### config.mk
export PLATFORM = sky130hd
export DESIGN_NAME = mem_access_ctrl
export DESIGN_NICKNAME = d
export VERILOG_FILES = /design/src/rtl/mem_access_ctrl.sv
export SDC_FILE = /design/constraint.sdc
export NUM_CORES = 1
export LEC_CHECK = 0
export BUFFER_PORTS_ARGS = -buffer_cell sky130_fd_sc_hd__buf_2
export CORE_MARGIN = 5
export CORE_UTILIZATION = 35
export DETAILED_ROUTE_END_ITERATION = 8
export SKIP_CTS_REPAIR_TIMING = 1
export SYNTH_ARGS = -nofsm -noshare
export SYNTH_HDL_FRONTEND = slang
export SYNTH_SLANG_ARGS = --single-unit
### constraint.sdc
create_clock -name clk -period 2.75 [get_ports clk]
set_input_delay 0.275 -clock clk [delete_from_list [all_inputs] [get_ports clk]]
set_output_delay 0.275 -clock clk [all_outputs]
set_load 0.02 [all_outputs]
### src/rtl/mem_access_ctrl.sv
// mem_access_ctrl: splits one 32-bit MEM-stage load/store into two 16-bit
// asynchronous SRAM half-accesses (low half first), holding the pipeline with
// freeze until the access completes and pulsing ready for one cycle.
//
// state | meaning
// ------+---------------------------------------------------------------
// IDLE  | waiting for a request; op/address/wdata latched on acceptance
// LOW   | half-access 0 (sram_addr bit 0 = 0), WAIT_CYCLES cycles
// HIGH  | half-access 1 (sram_addr bit 0 = 1), WAIT_CYCLES cycles
// DONE  | one-cycle completion, ready=1, freeze released
module mem_access_ctrl #(
  parameter int WAIT_CYCLES = 3
) (
  input  logic        clk,
  input  logic        rst,
  input  logic        mem_r_en,
  input  logic        mem_w_en,
  input  logic [31:0] address,
  input  logic [31:0] wdata,
  output logic [31:0] rdata,
  output logic        ready,
  output logic        freeze,
  output logic [17:0] sram_addr,
  output logic [15:0] sram_dq_out,
  output logic        sram_dq_oe,
  input  logic [15:0] sram_dq_in,
  output logic        sram_we_n
);

  typedef enum logic [1:0] {IDLE, LOW, HIGH, DONE} state_t;

  localparam logic [3:0] CNT_LAST = 4'(WAIT_CYCLES - 1);

  state_t      state, state_nx;
  logic [3:0]  cnt, cnt_nx;
  logic        op_wr;
  logic [16:0] addr_q;
  logic [31:0] wdata_q;
  logic        req;
  logic        last;
  logic        half;

  // Address bits outside [18:2] play no part in the SRAM address.
  logic unused_addr_bits;
  assign unused_addr_bits = ^{address[31:19], address[1:0]};

  assign req  = mem_r_en | mem_w_en;
  assign last = (cnt == CNT_LAST);
  assign half = (state == HIGH);

  // State and wait-counter register.
  always_ff @(posedge clk or negedge rst) begin
    if (!rst) begin
      state <= IDLE;
      cnt   <= 4'd0;
    end else begin
      state <= state_nx;
      cnt   <= cnt_nx;
    end
  end

  // Next-state and wait-counter logic.
  always_comb begin
    state_nx = state;
    cnt_nx   = cnt;
    case (state)
      IDLE: begin
        cnt_nx = 4'd0;
        if (req) state_nx = LOW;
      end
      LOW: begin
        if (last) begin
          state_nx = HIGH;
          cnt_nx   = 4'd0;
        end else begin
          cnt_nx = cnt + 4'd1;
        end
      end
      HIGH: begin
        if (last) begin
          state_nx = DONE;
          cnt_nx   = 4'd0;
        end else begin
          cnt_nx = cnt + 4'd1;
        end
      end
      DONE: begin
        state_nx = IDLE;
        cnt_nx   = 4'd0;
      end
      default: begin
        state_nx = IDLE;
        cnt_nx   = 4'd0;
      end
    endcase
  end

  // Latch the operation on acceptance; a store wins when both enables are set.
  always_ff @(posedge clk or negedge rst) begin
    if (!rst) begin
      op_wr   <= 1'b0;
      addr_q  <= 17'd0;
      wdata_q <= 32'd0;
    end else if (state == IDLE && req) begin
      op_wr   <= mem_w_en;
      addr_q  <= address[18:2];
      wdata_q <= wdata;
    end
  end

  // Load data capture on the final wait cycle of each half.
  always_ff @(posedge clk or negedge rst) begin
    if (!rst) begin
      rdata <= 32'd0;
    end else if (!op_wr && last) begin
      if (state == LOW)  rdata[15:0]  <= sram_dq_in;
      if (state == HIGH) rdata[31:16] <= sram_dq_in;
    end
  end

  // SRAM strobes and bus drive; the last cycle of each half is a write hold.
  always_comb begin
    sram_addr   = 18'd0;
    sram_dq_out = 16'd0;
    sram_dq_oe  = 1'b0;
    sram_we_n   = 1'b1;
    if (state == LOW || state == HIGH) begin
      sram_addr = {addr_q, half};
      if (op_wr) begin
        sram_dq_oe  = 1'b1;
        sram_dq_out = half ? wdata_q[31:16] : wdata_q[15:0];
        sram_we_n   = last;
      end
    end
  end

  assign freeze = req & (state != DONE);
  assign ready  = (state == DONE);

endmodule
-- Word-level counts from Yosys, hierarchy flattened
Index checks and enable logic that the tools add are counted.
Widths: inputs -> output; s select.
- add/sub/neg operators: 1
- equal/unequal tests: 8
- mux-type cells: 14
- bitwise logic cells: 2
- reductions and logical operators: 10
- operators with widths (cell ; count):
    $mux 16 ; 3
    $mux 18 ; 1
    $ne 2x2->1 const B ; 4
    $pmux 2 s4 ; 1
    $pmux 4 s2 ; 1
    $mux 2 ; 3
    $add 4x1->4 const B ; 1
    $eq 2x2->1 const B ; 2
    $eq 4x2->1 const B ; 1
    $mux 1 ; 4
    $mux 4 ; 1
    $reduce_and 2->1 ; 2
    $reduce_or 2->1 ; 2
    $reduce_and 3->1 ; 1
    $eq 2x1->1 const B ; 1
    $logic_and 1x1->1 ; 2
    $logic_not 2->1 ; 1
    $and 1x1->1 ; 1
    $logic_not 1->1 ; 1
    $logic_or 1x1->1 ; 1
    $or 1x1->1 ; 1
- register bits: 88
- input bits: 84
- output and inout bits: 70
- word-level logic and storage cells: 42

-- Longest topological paths before layout
Gate-level depths: netlist of the first run.
- word-level depth: 4
- gate-level depth with buffers: 6
- mapped depth without buffers: 5

-- Worst setup path after synthesis of the first run
Ideal clock, no wire load.
- kind: register -> output
- start: register state[0]
- end: output port sram_dq_out[10]
- data arrival time: 1699 ps
- required time: 2475 ps
- slack: 776 ps
- stages on the path, launching flop included: 7
- buffers on the path: 2
- path through: dfrtp_1 > inv_1 > ha_1 > buf_2 > buf_2 > mux2i_1 > nor2_1
- longest elaborated chain between the ends: 4
- elaborated cells between the ends (all ways): 6
- those cells by class: 2 x eq/ne; 3 x mux; 1 x reduce/logical
- RTL lines (item ; RTL line ; source):
    start: declaration ; 34 ; state_t state, state_nx;
    start signal: assignment ; 57 ; state <= state_nx;
    $eq 2x2->1 ; 49, 127 ;
    $mux 16 ; 131 ; sram_dq_out = half ? wdata_q[31:16] : wdata_q[15:0];
    $mux 16 ; 129 ; if (op_wr) begin
    $mux 16 (*) ; 127 ; if (state == LOW || state == HIGH) begin
    end: declaration ; 24 ; output logic [15:0] sram_dq_out,
Mark *: on every way between the ends. The rest lies on a longest branch, timed or not.

-- Final worst setup path of the first run
- start: register state[0]
- end: output port sram_dq_out[1]
The elaborated chain is that of the path after synthesis.

==> results_tabular.tex, run 1 <==
\begin{tabular}{lr}
\hline
Metric & Value \\
\hline
\multicolumn{2}{l}{\textbf{Finish}} \\
Final net count & around 500 \\
Relative area change from synthesis to final layout & 28.74\% \\
Commonest non-fill, non-tap cell in the layout & sky130\_fd\_sc\_hd\_\_buf\_2 \\
Fraction of final layout cells with drive strength greater than 1 & 0.5942 \\
Cell area after layout & between 4000 and 5000 um2 \\
Top library cells by usage in the layout, fill and taps aside & 137 x sky130\_fd\_sc\_hd\_\_buf\_2, 88 x sky130\_fd\_sc\_hd\_\_dfrtp\_1, 82 x sky130\_fd\_sc\_hd\_\_mux2\_2, 23 x sky130\_fd\_sc\_hd\_\_nor2\_1, 18 x sky130\_fd\_sc\_hd\_\_and2\_1 \\
\multicolumn{2}{l}{\textbf{Global routing}} \\
Global-route wire length before repair & $\sim$14 mm \\
Via count of the first global-routing pass & 2824 \\
Largest net degree at the start of global routing & 52 \\
Combined global-route utilization of all metal layers & 0.1379 \\
Overall overflow remaining after global route & 0 \\
Number of antenna violations at the first check in global routing & 1 \\
\multicolumn{2}{l}{\textbf{Clock network}} \\
Clk\_lat worst skew & around 0.35 ns \\
CTS tree & built \\
Cts bufs inserted & 9 \\
Post-CTS clock slew at the launch and capture registers of the worst setup and hold paths & $\sim$0.10 ns \\
Maximum clock path buffer count & 2 \\
Clk sinks & slightly below 90 \\
Htree depth & 3 \\
Cell at the root of the clock tree & sky130\_fd\_sc\_hd\_\_clkbuf\_8 \\
\multicolumn{2}{l}{\textbf{Worst setup path}} \\
Critical path's slowest cell & sky130\_fd\_sc\_hd\_\_dfrtp\_1 \\
Series of cell instances along the critical path & inv\_1, ha\_1, nand2\_1, nor2\_1, buf\_2 \\
Endpoint class of the critical path & output port \\
Gate family responsible for the most delay along the worst path & simple AND/OR/NAND/NOR gates \\
CP max FO & 17 \\
Data required time at the worst endpoint & approximately 2.5 ns \\
Kind of critical path & reg2out \\
Kind of start point of the critical path & flip-flop \\
Slowest cell delay on critical path & 0.40 ns \\
Worst path bufs/invs & 2 \\
WP data arrival & 1.95 ns \\
\multicolumn{2}{l}{\textbf{Power}} \\
Leak Pwr & 2.361 nW \\
Total power density per cell area & around 1300 nW/um2 \\
Worst IR drop on VDD & $\sim$640 uV \\
\multicolumn{2}{l}{\textbf{Yosys}} \\
Fraction of the mapped netlist area in adder cells & 0.01993 \\
Synth Instances & approximately 270 \\
XOR/XNOR share of the synthesized area & 0.004651 \\
Number of synthesis warnings & 0 \\
Main combinational cell family by area after synthesis & multiplexers \\
Compound-Gate Fraction of Synth Area & 0.006312 \\
Average footprint of a synthesized cell & 14.16 um2 \\
Syn Std Cell Area & around 3800 um2 \\
Portion of netlist area occupied by mux cells & 0.2877 \\
Distinct cells, synth & 20 \\
Register bit count reported by yosys & between 80 and 90 \\
Share of synthesized area occupied by flip-flops and latches & 0.5847 \\
Simple-Gate Fraction of Synth Area & 0.07442 \\
Post-Syn Nets & between 300 and 400 \\
\multicolumn{2}{l}{\textbf{Drt}} \\
Wirelength, routed & 8.500 mm \\
Vias per cell & 4.590 \\
Remaining routing DRC violations & 0 \\
Initial detailed-routing violation count & 54 \\
Mean routed wirelength per cell & 15.43 um \\
Via count of the routed design & 2529 \\
Antenna Violating Nets Remaining & 0 \\
1st-pass router iterations & 4 \\
\multicolumn{2}{l}{\textbf{Placed design}} \\
Detailed-placement wirelength estimate & 6.241 mm \\
Cell Area, Placed & about 4600 um2 \\
Routability-driven placement congestion ratio & 0.7231 \\
IO buf count & roughly 140 \\
\multicolumn{2}{l}{\textbf{Outcome}} \\
Run status & finished clean \\
\multicolumn{2}{l}{\textbf{STA}} \\
Number of hold-slack violations in the final timing report & 0 \\
Worst setup skew after layout & between 0.015 and 0.02 ns \\
Setup Total Neg Slack & 0 ns \\
Slew headroom & 0.5598 \\
Max Clk Rate & around 0.45 GHz \\
Final critical delay including setup and external delays & 2.230 ns \\
Count of endpoints failing setup in the final report & 0 \\
RSZ-0062 raised after global routing & no \\
Actual slew at the worst max-slew pin & approximately 0.66 ns \\
Final count of pins violating max slew & 0 \\
Final period util & 0.8108 \\
\multicolumn{2}{l}{\textbf{Floorplan}} \\
Area of the die & $\sim$13000 um2 \\
Core box area & roughly 10000 um2 \\
Horizontal extent of the die & $\sim$110 um \\
Vertical die dimension & 113.7 um \\
Std-Cell Rows & 37 \\
Starting density of the core & 0.3616 \\
Ports placed on the boundary & 154 \\
\multicolumn{2}{l}{\textbf{Run}} \\
Number of violations of the max-capacitance limit & 0 \\
\multicolumn{2}{l}{\textbf{Worst hold path}} \\
Tightest Hold Check Type & in2reg \\
\hline
\end{tabular}
==> power by group <==
part / internal [mW] / switching [mW] / total [mW] / leakage (nW)
combinational: 1.41 / 1.77 / 3.19 / 1.22
sequential: 1.95 / 0.317 / 2.27 / 1.04
clock: 0.477 / 0.470 / 0.947 / 0.103
total: 3.84 / 2.56 / 6.40 / 2.36
==> cells by family after synthesis <==
group	after synthesis
flip-flops	88
adder cells (fa/ha/maj)	6
multiplexers	98
AO/OA/AOI/OAI	3
AND/OR/NAND/NOR	53
XOR/XNOR	2
buffers and inverters	16
==> synth_stat cells, drive strengths merged <==
cell	n	share of area
a2bb2oi	1	0.0023
and2	18	0.030
buf	9	0.015
clkbuf	3	0.0030
dfrtp	88	0.58
ha	6	0.020
inv	4	0.0040
mux2	82	0.25
mux2i	16	0.043
nand2	7	0.0083
nand3	2	0.0027
nor2	23	0.023
nor3b	1	0.0020
nor4b	1	0.0063
o21ai	1	0.0013
o32a	1	0.0027
or3b	1	0.0023
xnor2	2	0.0047
==> layout make-up <==
| type | instances | area, um2 |
|---|---|---|
| Inverter | 4 | 15.01 |
| Antenna cell | 1 | 2.502 |
| Tap cell | 136 | 170.2 |
| Timing Repair Buffer | 144 | 753.2 |
| Clock buffer | 11 | 151.4 |
| Clock inverter | 5 | 62.56 |
| Fill cell | 1017 | 5568 |
| Multi-Input combinational cell | 162 | 1491 |
| Sequential cell | 88 | 2202 |
==> per-layer routing <==
layer,GRT usage,share of wire
met1,0.1584,0.40
met2,0.2462,0.53
met3,0.03714,0.052
met5,0,0
met4,0.04888,0.014
==> final timing paths <==
| check | from | to | slack [ns] | cells past startpoint |
|---|---|---|---|---|
| setup reg to reg | state[0] | rdata[27] | 0.89 | 5 |
| min in group asynchronous | rst | wdata_q[12] | 0.50 | 2 |
| hold reg to reg | cnt[0] | cnt[0] | 0.50 | 1 |
| hold / removal | address[9] | addr_q[7] | 0.15 | 2 |
| max in group asynchronous | rst | wdata_q[28] | 1.50 | 3 |
| setup / recovery | state[0] | sram_dq_out[1] | 0.52 | 5 |
==> registers in the layout, indices dropped and copies added, names as in the netlist <==
signal	count
rdata	32
wdata_q	32
addr_q	17
cnt	4
state	2
op_wr	1
==> metrics by stage <==
| step | hold slack (ns) | utilization | instances | power (mW) | worst slack [ns] |
|---|---|---|---|---|---|
| after floorplan | -0.02059 | - | 266 | 4.496 | 0.7755 |
| after global placement | 0.3550 | 0.4437 | 533 | 5.472 | 0.8284 |
| after detailed placement | 0.3547 | 0.4437 | 533 | 5.566 | 0.8292 |
| after CTS | -0.03878 | 0.4643 | 549 | 6.525 | 0.4379 |
| after global routing | 0.1143 | 0.4655 | 551 | 6.875 | 0.2820 |
| final | 0.1457 | 0.4655 | 551 | 6.402 | 0.5203 |
==> worst register-to-register path: stages, from the launching register on <==
cell and delay [ns]:
sky130_fd_sc_hd__dfrtp_1 0.42, sky130_fd_sc_hd__inv_1 0.09, sky130_fd_sc_hd__ha_1 0.17, sky130_fd_sc_hd__buf_4 0.33
sky130_fd_sc_hd__nand2_2 0.35, sky130_fd_sc_hd__mux2_2 0.39
Note: power is estimated with default switching activity, not from simulation.
==> inputs of run 2 (changes only) <==
Clock period 2.75 ns to 2 ns, I/O delays scaled along.
==> run 2 against run 1 <==
Compared with the run above: critical path depth rose by 1; critical path type unchanged; cell count rose by 0.91%; sequential power rose by 37%; power rose by 43%; sequential cell count did not move; via count rose by 0.63%; setup slack got worse by 0.44 ns; combinational power rose by 43%; sequential share of layout area fell by 1.1 points; global-route usage barely moved; die area did not move.
==> results_tabular.tex, run 2 (same netlist as run 1, synthesis figures left out) <==
\begin{tabular}{lr}
\hline
Metric & Value \\
\hline
\multicolumn{2}{l}{\textbf{Outcome}} \\
Run status & finished clean \\
\multicolumn{2}{l}{\textbf{Finish}} \\
Cell area after layout & 4964 um2 (+2.4\%) \\
Fraction of final layout cells with drive strength greater than 1 & 0.6048 (+0.01056) \\
Commonest non-fill, non-tap cell in the layout & sky130\_fd\_sc\_hd\_\_buf\_2 \\
Final net count & 506 (+1.4\%) \\
Antenna diodes & 0 (-1) \\
Top library cells by usage in the layout, fill and taps aside & 135 x sky130\_fd\_sc\_hd\_\_buf\_2, 88 x sky130\_fd\_sc\_hd\_\_dfrtp\_1, 82 x sky130\_fd\_sc\_hd\_\_mux2\_2, 23 x sky130\_fd\_sc\_hd\_\_nor2\_1, 18 x sky130\_fd\_sc\_hd\_\_and2\_1 \\
Relative area change from synthesis to final layout & 31.79\% \\
Regs by FF count & rdata: 32 flops, wdata\_q: 32 flops, addr\_q: 17 flops \\
\multicolumn{2}{l}{\textbf{Clock network}} \\
Clk sinks & 88 (unchanged) \\
Post-CTS clock slew at the launch and capture registers of the worst setup and hold paths & 0.09 ns (about the same) \\
Clk\_lat worst skew & 0.35 ns (about the same) \\
Cts bufs inserted & 9 (unchanged) \\
Cell at the root of the clock tree & sky130\_fd\_sc\_hd\_\_clkbuf\_8 \\
Htree depth & 3 (unchanged) \\
CTS tree & built \\
Maximum clock path buffer count & 2 (unchanged) \\
\multicolumn{2}{l}{\textbf{Worst setup path}} \\
Endpoint class of the critical path & output port \\
WP data arrival & 1.72 ns (-0.23 ns) \\
Kind of critical path & reg2out \\
Kind of start point of the critical path & flip-flop \\
Data required time at the worst endpoint & 1.80 ns (-0.68 ns) \\
Reg-to-reg critical path startpoint & cnt[0] \\
Worst setup startpoint & state[0] \\
Critical Path Sink & sram\_dq\_out[4] \\
Reg2reg setup slack & 0.26 ns (-0.63 ns) \\
CP max FO & 5 (-12) \\
Crit Reg-Reg Endpoint & rdata[17] \\
Reg2Reg Depth & 5 (unchanged) \\
\multicolumn{2}{l}{\textbf{Global routing}} \\
Global-route wire length before repair & 14.02 mm (-0.59\%) \\
Combined global-route utilization of all metal layers & 0.1376 (-0.0003414) \\
Overall overflow remaining after global route & 0 (unchanged) \\
Number of antenna violations at the first check in global routing & 0 (-1) \\
Via count of the first global-routing pass & 2821 (-0.11\%) \\
Largest net degree at the start of global routing & 46 (-12\%) \\
\multicolumn{2}{l}{\textbf{Floorplan}} \\
Ports placed on the boundary & 154 (unchanged) \\
Area of the die & 12930 um2 (unchanged) \\
Vertical die dimension & 113.7 um (unchanged) \\
Core box area & 10420 um2 (unchanged) \\
Horizontal extent of the die & 113.7 um (unchanged) \\
Starting density of the core & 0.3616 (unchanged) \\
Std-Cell Rows & 37 (unchanged) \\
\multicolumn{2}{l}{\textbf{STA}} \\
Max Clk Rate & $\sim$0.52 GHz \\
RSZ-0062 raised after global routing & yes \\
Count of endpoints failing setup in the final report & 0 (unchanged) \\
Final count of pins violating max slew & 0 (unchanged) \\
Setup Total Neg Slack & 0 ns (unchanged) \\
Final critical delay including setup and external delays & 1.923 ns \\
Actual slew at the worst max-slew pin & 0.6064 ns (-0.05395 ns) \\
Final period util & 0.9617 \\
Worst setup skew after layout & 0.01106 ns (-0.004324 ns) \\
Slew headroom & 0.5957 (+0.03597) \\
Number of hold-slack violations in the final timing report & 0 (unchanged) \\
\multicolumn{2}{l}{\textbf{Placed design}} \\
Detailed-placement wirelength estimate & 6.298 mm (+0.91\%) \\
Routability-driven placement congestion ratio & 0.7065 (-2.3\%) \\
Cell Area, Placed & 4664 um2 (+0.92\%) \\
IO buf count & 138 (unchanged) \\
\multicolumn{2}{l}{\textbf{Drt}} \\
Antenna Violating Nets Remaining & 0 (unchanged) \\
Mean routed wirelength per cell & 15.51 um (+0.52\%) \\
Wirelength, routed & 8.622 mm (+1.4\%) \\
Remaining routing DRC violations & 0 (unchanged) \\
Initial detailed-routing violation count & 63 (+17\%) \\
Via count of the routed design & 2545 (+0.63\%) \\
Vias per cell & 4.577 (-0.27\%) \\
1st-pass router iterations & 4 (unchanged) \\
\multicolumn{2}{l}{\textbf{Worst hold path}} \\
Tightest Hold Check Type & in2reg \\
\multicolumn{2}{l}{\textbf{Power}} \\
Worst IR drop on VDD & 563.9 uV (-12\%) \\
Sequential share of power & 0.342 (-0.012) \\
NetSw & 3.531 mW (+38\%) \\
Part of the total power dissipated in combinational logic & 0.500 (+0.002) \\
Clock network fraction of total power & 0.159 (+0.011) \\
Cell-internal power & 5.615 mW (+46\%) \\
Total power density per cell area & 1843 nW/um2 (+40\%) \\
Sw Ratio & 0.3860 (-0.01420) \\
Leak Pwr & 2.423 nW (+2.6\%) \\
\multicolumn{2}{l}{\textbf{Run}} \\
Number of violations of the max-capacitance limit & 0 (unchanged) \\
\hline
\end{tabular}
[run 2: layer usage]
layer	wire, um	track usage
met5	0	0
met4	142	0.06010
met3	497	0.03554
met2	4466	0.2301
met1	3515	0.1676
[run 2: worst max-delay path: stages, from the launching register on]
cell                      delay, ns
sky130_fd_sc_hd__dfrtp_1       0.43
sky130_fd_sc_hd__inv_1         0.10
sky130_fd_sc_hd__ha_2          0.24
sky130_fd_sc_hd__buf_4         0.19
sky130_fd_sc_hd__mux2i_1       0.21
sky130_fd_sc_hd__nor2_1        0.05
sky130_fd_sc_hd__buf_2         0.16
[run 2: worst min path at each step]
stage                   start          end  slack (ns)  cells past startpoint
floorplan                 rst    addr_q[0]        -0.1                      0
global placement          rst  wdata_q[25]        0.25                      1
detailed placement        rst  wdata_q[10]        0.25                      1
CTS                       rst  wdata_q[10]       -0.15                      1
global route        wdata[27]  wdata_q[27]        0.05                      2
finish              wdata[21]  wdata_q[21]        0.07                      2
[run 2: cell type report]
class / count / area (um2)
clock buffer: 13 / 178.9
clock inverter: 2 / 60.06
fill: 986 / 5453
inverter: 4 / 15.01
multi-input combinational: 162 / 1498
sequential: 88 / 2202
tap: 136 / 170.2
timing repair buffer: 151 / 839.6
[run 2: power by group through the flow]
| stage | clock network (mW) | logic [mW] | registers (mW) |
|---|---|---|---|
| 3_5_place_dp | 0 | 4.55 | 3.16 |
| 5_1_grt | 1.58 | 4.98 | 3.25 |
| 2_1_floorplan | 0 | 2.69 | 3.49 |
| 3_3_place_gp | 0 | 4.49 | 3.11 |
| 6_report | 1.45 | 4.57 | 3.12 |
| 4_1_cts | 1.50 | 4.56 | 3.13 |
[run 2: stage by stage]
step	std cells	setup slack, ns	power, mW	util	hold slack, ns
floorplan	266	0.1005	6.182	-	-0.09559
global placement	537	0.2753	7.594	0.4478	0.2489
detailed placement	537	0.2268	7.714	0.4478	0.2493
CTS	552	-0.08233	9.186	0.4708	-0.1486
global route	556	-0.03821	9.800	0.4765	0.04888
finish	556	0.07662	9.146	0.4765	0.06984
